## src/rtl/mem_access_unit.sv

```systemverilog
// MIPS32 MEM-stage load/store controller over a word-wide memory without byte enables.
// Define MAU_ALIGN_CHECK_EN to flag misaligned halfword/word accesses instead of forcing alignment.
module mem_access_unit #(
  parameter int unsigned ADDR_W = 32,
  parameter int unsigned DATA_W = 32
) (
  input  logic              clk,
  input  logic              reset,
  input  logic              req_valid,
  output logic              req_ready,
  input  logic [2:0]        req_op,
  input  logic [ADDR_W-1:0] req_addr,
  input  logic [DATA_W-1:0] req_wdata,
  output logic              resp_valid,
  input  logic              resp_ready,
  output logic [DATA_W-1:0] resp_rdata,
  output logic              resp_err,
  output logic              mem_we,
  output logic [ADDR_W-1:0] mem_addr,
  output logic [DATA_W-1:0] mem_wdata,
  input  logic [DATA_W-1:0] mem_rdata,
  input  logic              mem_err
);

  localparam int unsigned OP_W   = 3;
  localparam int unsigned OFF_W  = 2;
  localparam int unsigned BYTE_W = 8;
  localparam int unsigned HALF_W = 16;

  localparam logic [OP_W-1:0] OP_LB  = 3'd0;
  localparam logic [OP_W-1:0] OP_LBU = 3'd1;
  localparam logic [OP_W-1:0] OP_LH  = 3'd2;
  localparam logic [OP_W-1:0] OP_LHU = 3'd3;
  localparam logic [OP_W-1:0] OP_LW  = 3'd4;
  localparam logic [OP_W-1:0] OP_SB  = 3'd5;
  localparam logic [OP_W-1:0] OP_SH  = 3'd6;
  localparam logic [OP_W-1:0] OP_SW  = 3'd7;

  typedef enum logic [1:0] {
    S_IDLE = 2'd0,
    S_RD   = 2'd1,
    S_WR   = 2'd2,
    S_RESP = 2'd3
  } state_e;

  state_e              state_q, state_d;
  logic [OP_W-1:0]     op_q, op_d;
  logic [OFF_W-1:0]    off_q, off_d;
  logic [HALF_W-1:0]   wdata_q, wdata_d;
  logic                req_ready_q, req_ready_d;
  logic                resp_valid_q, resp_valid_d;
  logic [DATA_W-1:0]   resp_rdata_q, resp_rdata_d;
  logic                resp_err_q, resp_err_d;
  logic                mem_we_q, mem_we_d;
  logic [ADDR_W-1:0]   mem_addr_q, mem_addr_d;
  logic [DATA_W-1:0]   mem_wdata_q, mem_wdata_d;

  logic                misalign_c;
  logic [ADDR_W-1:0]   addr_fix_c;

  // Little-endian lane extraction with sign/zero extension.
  function automatic logic [DATA_W-1:0] load_extract(input logic [OP_W-1:0]   op,
                                                     input logic [OFF_W-1:0]  off,
                                                     input logic [DATA_W-1:0] word);
    logic [BYTE_W-1:0] b;
    logic [HALF_W-1:0] h;
    logic [DATA_W-1:0] r;
    b = BYTE_W'(word >> {off, 3'b000});
    h = off[1] ? word[HALF_W +: HALF_W] : word[0 +: HALF_W];
    case (op)
      OP_LB:   r = {{(DATA_W-BYTE_W){b[BYTE_W-1]}}, b};
      OP_LBU:  r = {{(DATA_W-BYTE_W){1'b0}}, b};
      OP_LH:   r = {{(DATA_W-HALF_W){h[HALF_W-1]}}, h};
      OP_LHU:  r = {{(DATA_W-HALF_W){1'b0}}, h};
      default: r = word;
    endcase
    return r;
  endfunction

  // Replace one byte or halfword lane of the read word, keeping the rest.
  function automatic logic [DATA_W-1:0] store_merge(input logic [OP_W-1:0]   op,
                                                    input logic [OFF_W-1:0]  off,
                                                    input logic [DATA_W-1:0] word,
                                                    input logic [HALF_W-1:0] wd);
    logic [DATA_W-1:0] w;
    w = word;
    if (op == OP_SB) begin
      w[{off, 3'b000} +: BYTE_W] = wd[BYTE_W-1:0];
    end else begin
      w[{off[1], 4'b0000} +: HALF_W] = wd;
    end
    return w;
  endfunction

  // Alignment handling: either flag the request or silently clear the low address bits.
  always_comb begin
    addr_fix_c = req_addr;
    misalign_c = 1'b0;
`ifdef MAU_ALIGN_CHECK_EN
    case (req_op)
      OP_LH, OP_LHU, OP_SH: misalign_c = req_addr[0];
      OP_LW, OP_SW:         misalign_c = |req_addr[1:0];
      default:              misalign_c = 1'b0;
    endcase
`else
    case (req_op)
      OP_LH, OP_LHU, OP_SH: addr_fix_c[0]   = 1'b0;
      OP_LW, OP_SW:         addr_fix_c[1:0] = 2'b00;
      default:              addr_fix_c      = req_addr;
    endcase
`endif
  end

  // Next-state and next-output logic; outputs are registered from the state being entered.
  always_comb begin
    state_d      = state_q;
    op_d         = op_q;
    off_d        = off_q;
    wdata_d      = wdata_q;
    req_ready_d  = req_ready_q;
    resp_valid_d = resp_valid_q;
    resp_rdata_d = resp_rdata_q;
    resp_err_d   = resp_err_q;
    mem_we_d     = 1'b0;
    mem_addr_d   = mem_addr_q;
    mem_wdata_d  = mem_wdata_q;

    case (state_q)
      S_IDLE: begin
        if (req_valid && req_ready_q) begin
          op_d         = req_op;
          off_d        = addr_fix_c[OFF_W-1:0];
          wdata_d      = req_wdata[HALF_W-1:0];
          mem_addr_d   = {addr_fix_c[ADDR_W-1:OFF_W], 2'b00};
          req_ready_d  = 1'b0;
          resp_rdata_d = '0;
          resp_err_d   = 1'b0;
          if (misalign_c) begin
            state_d      = S_RESP;
            resp_valid_d = 1'b1;
            resp_err_d   = 1'b1;
          end else if (req_op == OP_SW) begin
            state_d     = S_WR;
            mem_we_d    = 1'b1;
            mem_wdata_d = req_wdata;
          end else begin
            state_d = S_RD;
          end
        end
      end

      S_RD: begin
        resp_err_d = resp_err_q | mem_err;
        if ((op_q == OP_SB) || (op_q == OP_SH)) begin
          state_d     = S_WR;
          mem_we_d    = 1'b1;
          mem_wdata_d = store_merge(op_q, off_q, mem_rdata, wdata_q);
        end else begin
          state_d      = S_RESP;
          resp_valid_d = 1'b1;
          resp_rdata_d = load_extract(op_q, off_q, mem_rdata);
        end
      end

      S_WR: begin
        resp_err_d   = resp_err_q | mem_err;
        state_d      = S_RESP;
        resp_valid_d = 1'b1;
      end

      S_RESP: begin
        if (resp_ready) begin
          state_d      = S_IDLE;
          resp_valid_d = 1'b0;
          req_ready_d  = 1'b1;
        end
      end

      default: begin
        state_d     = S_IDLE;
        req_ready_d = 1'b1;
      end
    endcase
  end

  // State and output registers; reset aborts any access in flight.
  always_ff @(posedge clk or posedge reset) begin
    if (reset) begin
      state_q      <= S_IDLE;
      op_q         <= '0;
      off_q        <= '0;
      wdata_q      <= '0;
      req_ready_q  <= 1'b1;
      resp_valid_q <= 1'b0;
      resp_rdata_q <= '0;
      resp_err_q   <= 1'b0;
      mem_we_q     <= 1'b0;
      mem_addr_q   <= '0;
      mem_wdata_q  <= '0;
    end else begin
      state_q      <= state_d;
      op_q         <= op_d;
      off_q        <= off_d;
      wdata_q      <= wdata_d;
      req_ready_q  <= req_ready_d;
      resp_valid_q <= resp_valid_d;
      resp_rdata_q <= resp_rdata_d;
      resp_err_q   <= resp_err_d;
      mem_we_q     <= mem_we_d;
      mem_addr_q   <= mem_addr_d;
      mem_wdata_q  <= mem_wdata_d;
    end
  end

  assign req_ready  = req_ready_q;
  assign resp_valid = resp_valid_q;
  assign resp_rdata = resp_rdata_q;
  assign resp_err   = resp_err_q;
  assign mem_we     = mem_we_q;
  assign mem_addr   = mem_addr_q;
  assign mem_wdata  = mem_wdata_q;

endmodule

```

## config.mk

```make
export PLATFORM = sky130hd
export DESIGN_NAME = mem_access_unit
export DESIGN_NICKNAME = d
export VERILOG_FILES = /design/src/rtl/mem_access_unit.sv
export SDC_FILE = /design/constraint.sdc
export NUM_CORES = 1
export LEC_CHECK = 0
export ABC_AREA = 1
export CORE_MARGIN = 3
export CORE_UTILIZATION = 50
export DETAILED_ROUTE_END_ITERATION = 8
export DONT_BUFFER_PORTS = 1
export SYNTH_ARGS = -nofsm -noshare
export SYNTH_HDL_FRONTEND = slang
export SYNTH_SLANG_ARGS = --single-unit
```

## constraint.sdc

```tcl
create_clock -name clk -period 4.2 [get_ports clk]
set_input_delay 0.63 -clock clk [delete_from_list [all_inputs] [get_ports clk]]
set_output_delay 0.63 -clock clk [all_outputs]
set_load 0.02 [all_outputs]
```

==> summary.md <==
| Metric | Value |
|---|---|
| Run status | complete, no violations |
| Filler-free cell count of the finished design | 1284 |
| Final RePlAce weighted congestion | between 0.8 and 0.9 |
| Initial antenna violation count | 0 |
| Post-Place Worst Slack | 1.525 ns |
| Number of buffers inserted by post-CTS setup repair | 0 |
| Sw Share | 0.5026 |
| Starting Density | 0.5150 |
| Number of hold violations in the final report | 0 |
| Wire length of the first global-routing pass | about 34000 um |
| Number of slew-limit violations in the final report | 0 |
| Fin crit period | between 2 and 3 ns |
| Total instance count after detailed placement | 1252 |
| Buffer levels on the longest clock path | 2 |
| Total length of routed met2 wires | around 10000 um |
| Int Power | 3.336 mW |
| Residual overflow from global routing | 0 |
| Global routing usage summed across all routing layers | 0.2724 |
| RSZ-0062 raised after global routing | false |
| # nets final | about 1200 |
| Logic gate share of total power | 0.397 |
| DPL Wire Length | 15360 um |
| Count of input and output buffers | 0 |
| Netlist area before placement | just over 0.007 mm^2 |
| Filler Cells Inserted | ~1400 |
| Sequential-to-total area share from yosys stat | 0.4221 |
| Highest attainable clock frequency | 368.6 MHz |
| Chip Height | ~130 um |
| Number of instances resized during post-cts repair | 0 |
| Headroom to the max-slew limit | 0.4697 |
| Floorplan Core Area | approximately 0.014 mm^2 |
| Area growth from synthesis to final layout | 8.370% |
| Met3 routed WL | around 1600 um |
| Insertion delay of the later-clocked pin in the worst-skew pair | around 0.42 ns |
| Met1 WL | just over 9000 um |
| Num CTS Buffers | 17 |
| Switch Pwr | 3.371 mW |
| PnR worst setup slack | around 1.5 ns |
| Arrival time worst endpoint | between 3 and 4 ns |
| Class of the tightest hold or removal check | in -> async |
| Largest clock skew in the final design | roughly 0.0091 ns |
| Pre-antenna DRT Iters | 5 |
| #FFs+latches synth | between 100 and 150 |
| Via/cell ratio | 5.221 |
| Maximum level of the CTS H-tree | 4 |
| Clock Power Share | 0.217 |
| Layout cells sized above 1 | 0.05254 |
| Slew at the pin closest to its max-slew limit | roughly 0.79 ns |
| Count of antenna diodes in the layout | 0 |
| Post-Route WL | 21520 um |
| Average cell area after synthesis | between 6 and 7 um^2 |
| Via count of the first global-routing pass | between 5000 and 6000 |
| Number of buffers added to fix hold violations after cts | 0 |
| Element type at the critical path end | flip-flop |
| Critical path launch point type | flip-flop |
| CTS tree | built |
| Crit path kind | reg -> reg |
| Sequential share of power | 0.386 |
| Number of design rule violations left after detail routing | 0 |
| Total of warnings raised by yosys | 0 |
| Antenna Nets Post-Route | 0 |
| Max-cap check violation count | 0 |
| Worst path required time | 4.51 ns |
| Vias after detailed routing | between 6000 and 7000 |
| Cells after Synth | roughly 1100 |
| Root buffer selected by CTS | sky130_fd_sc_hd__clkbuf_16 |
| Width of the die | 125.8 um |
| Cell row count | 43 |
| Pleak | 4.224 nW |
| Highest metal layer with signal wires | met4 |
| Initial DRC count | 601 |
| Period utilisation layout | 0.6459 |
| Post-route setup TNS | 0 ns |
| Biggest fanout along the worst timing path | 28 |
| Total die area | 0.01582 mm^2 |
| Clock edge transition at the registers on the reported setup and hold paths | 0.06 ns |
| Number of setup violations in the final report | 0 |
| P per Cell Area | 862.4 mW/mm^2 |
| Distinct cell type count of the synthesized netlist | 27 |
| Number of top-level design ports | between 200 and 250 |
| Routed wire per std cell | 16.76 um |
| Number of sinks driven by the clock tree | around 120 |
| Largest vdd supply drop | slightly below 0.4 mV |
| Largest net degree at the start of global routing | 65 |
==> cell families after synthesis <==
| group | Yosys count | share of synthesized area |
|---|---|---|
| AND/OR/NAND/NOR | 832 | 0.4579 |
| adder cells (fa/ha/maj) | 10 | 0.01744 |
| other | 1 | 0.0005226 |
| buffers and inverters | 109 | 0.06800 |
| flip-flops | 121 | 0.4221 |
| AO/OA/AOI/OAI | 46 | 0.03400 |
==> worst max-delay path: stages, from the launching register on <==
cell and delay [ns]:
sky130_fd_sc_hd__dfrtp_1 0.62, sky130_fd_sc_hd__nand3_2 0.58, sky130_fd_sc_hd__nand2_1 0.19, sky130_fd_sc_hd__nand2_1 0.12
sky130_fd_sc_hd__nand2_1 0.56, sky130_fd_sc_hd__inv_1 0.30, sky130_fd_sc_hd__nand3_1 0.16, sky130_fd_sc_hd__nand2_1 0.06
==> cells in the mapped netlist, drive strengths merged <==
library cell    n  area share
nand2         487        0.26
nor2          252        0.13
dfrtp         120        0.42
nand3          91       0.066
inv            51       0.027
buf            38       0.030
o21ai          21       0.015
a21oi          19       0.013
clkbuf         18      0.0094
ha             10       0.017
o211ai          5      0.0052
clkinv          2      0.0012
a31oi           1     0.00087
conb            1     0.00052
dfstp           1      0.0037
nand4           1      0.0017
or2             1     0.00087
==> power by group through the flow <==
stage	clock (mW)	combinational [mW]	sequential, mW
6_report	1.45	2.67	2.59
5_1_grt	1.53	3.09	2.65
4_1_cts	1.48	2.69	2.59
3_5_place_dp	0	2.68	2.60
3_3_place_gp	0	2.65	2.60
2_1_floorplan	0	2.24	2.44
==> cell type report <==
cell class,instances,area (um^2),area share
timing repair buffer,8,72.57,0.009332
clock inverter,15,156.4,0.02011
inverter,53,205.2,0.02639
tap,180,225.2,0.02896
sequential,121,3029,0.3895
multi-input combinational,890,3662,0.4710
clock buffer,17,425.4,0.05471
==> final timing paths <==
check                           cells past startpoint          from  slack, ns       endpoint
min in group clk                                    2  req_wdata[0]       0.31     wdata_q[0]
worst min register to register                      2    wdata_q[8]       0.51     wdata_q[8]
worst max register to register                      7       op_q[2]       1.49  resp_rdata[5]
max in group asynchronous                           2         reset       3.20  mem_wdata[31]
worst max-delay path                                7       op_q[2]       1.49  resp_rdata[5]
worst min-delay path                                1         reset       0.20   mem_addr[25]
==> state kept, by name (all words and copies together), names as in the netlist, 2 cells and up <==
register    flops
mem_addr       30
mem_wdata      32
off_q           2
op_q            3
resp_rdata     32
state_q         2
wdata_q        16
==> routing by layer <==
layer,GRT usage,up-vias
li1,-,3368
met1,0.3722,3055
met2,0.4267,255
met3,0.07209,26
met4,0.08707,0
met5,0,-
==> stage by stage <==
| step | util | cell area [um^2] | total power [mW] | hold WS, ns |
|---|---|---|---|---|
| finish | 0.5581 | 7776 | 6.706 | 0.2006 |
| global route | 0.5581 | 7776 | 7.272 | 0.2363 |
| CTS | 0.5581 | 7776 | 6.760 | 0.2167 |
| detailed placement | 0.5163 | 7194 | 5.283 | 0.4939 |
| global placement | 0.5163 | 7194 | 5.247 | 0.4907 |
| floorplan | - | 7179 | 4.674 | 0.4706 |
==> layout by cell type, fill, tap and decap left out, drive strengths merged <==
cell and n:
a21oi 19, a31oi 1, buf 8, bufinv 1, clkbuf 17, clkinv 5, clkinvlp 3, conb 2
dfrtp 120, dfstp 1, ha 10, inv 59, nand2 487, nand3 91, nand4 1, nor2 252
o211ai 5, o21ai 21, or2 1
No activity file was read; power rests on OpenSTA's default activity.
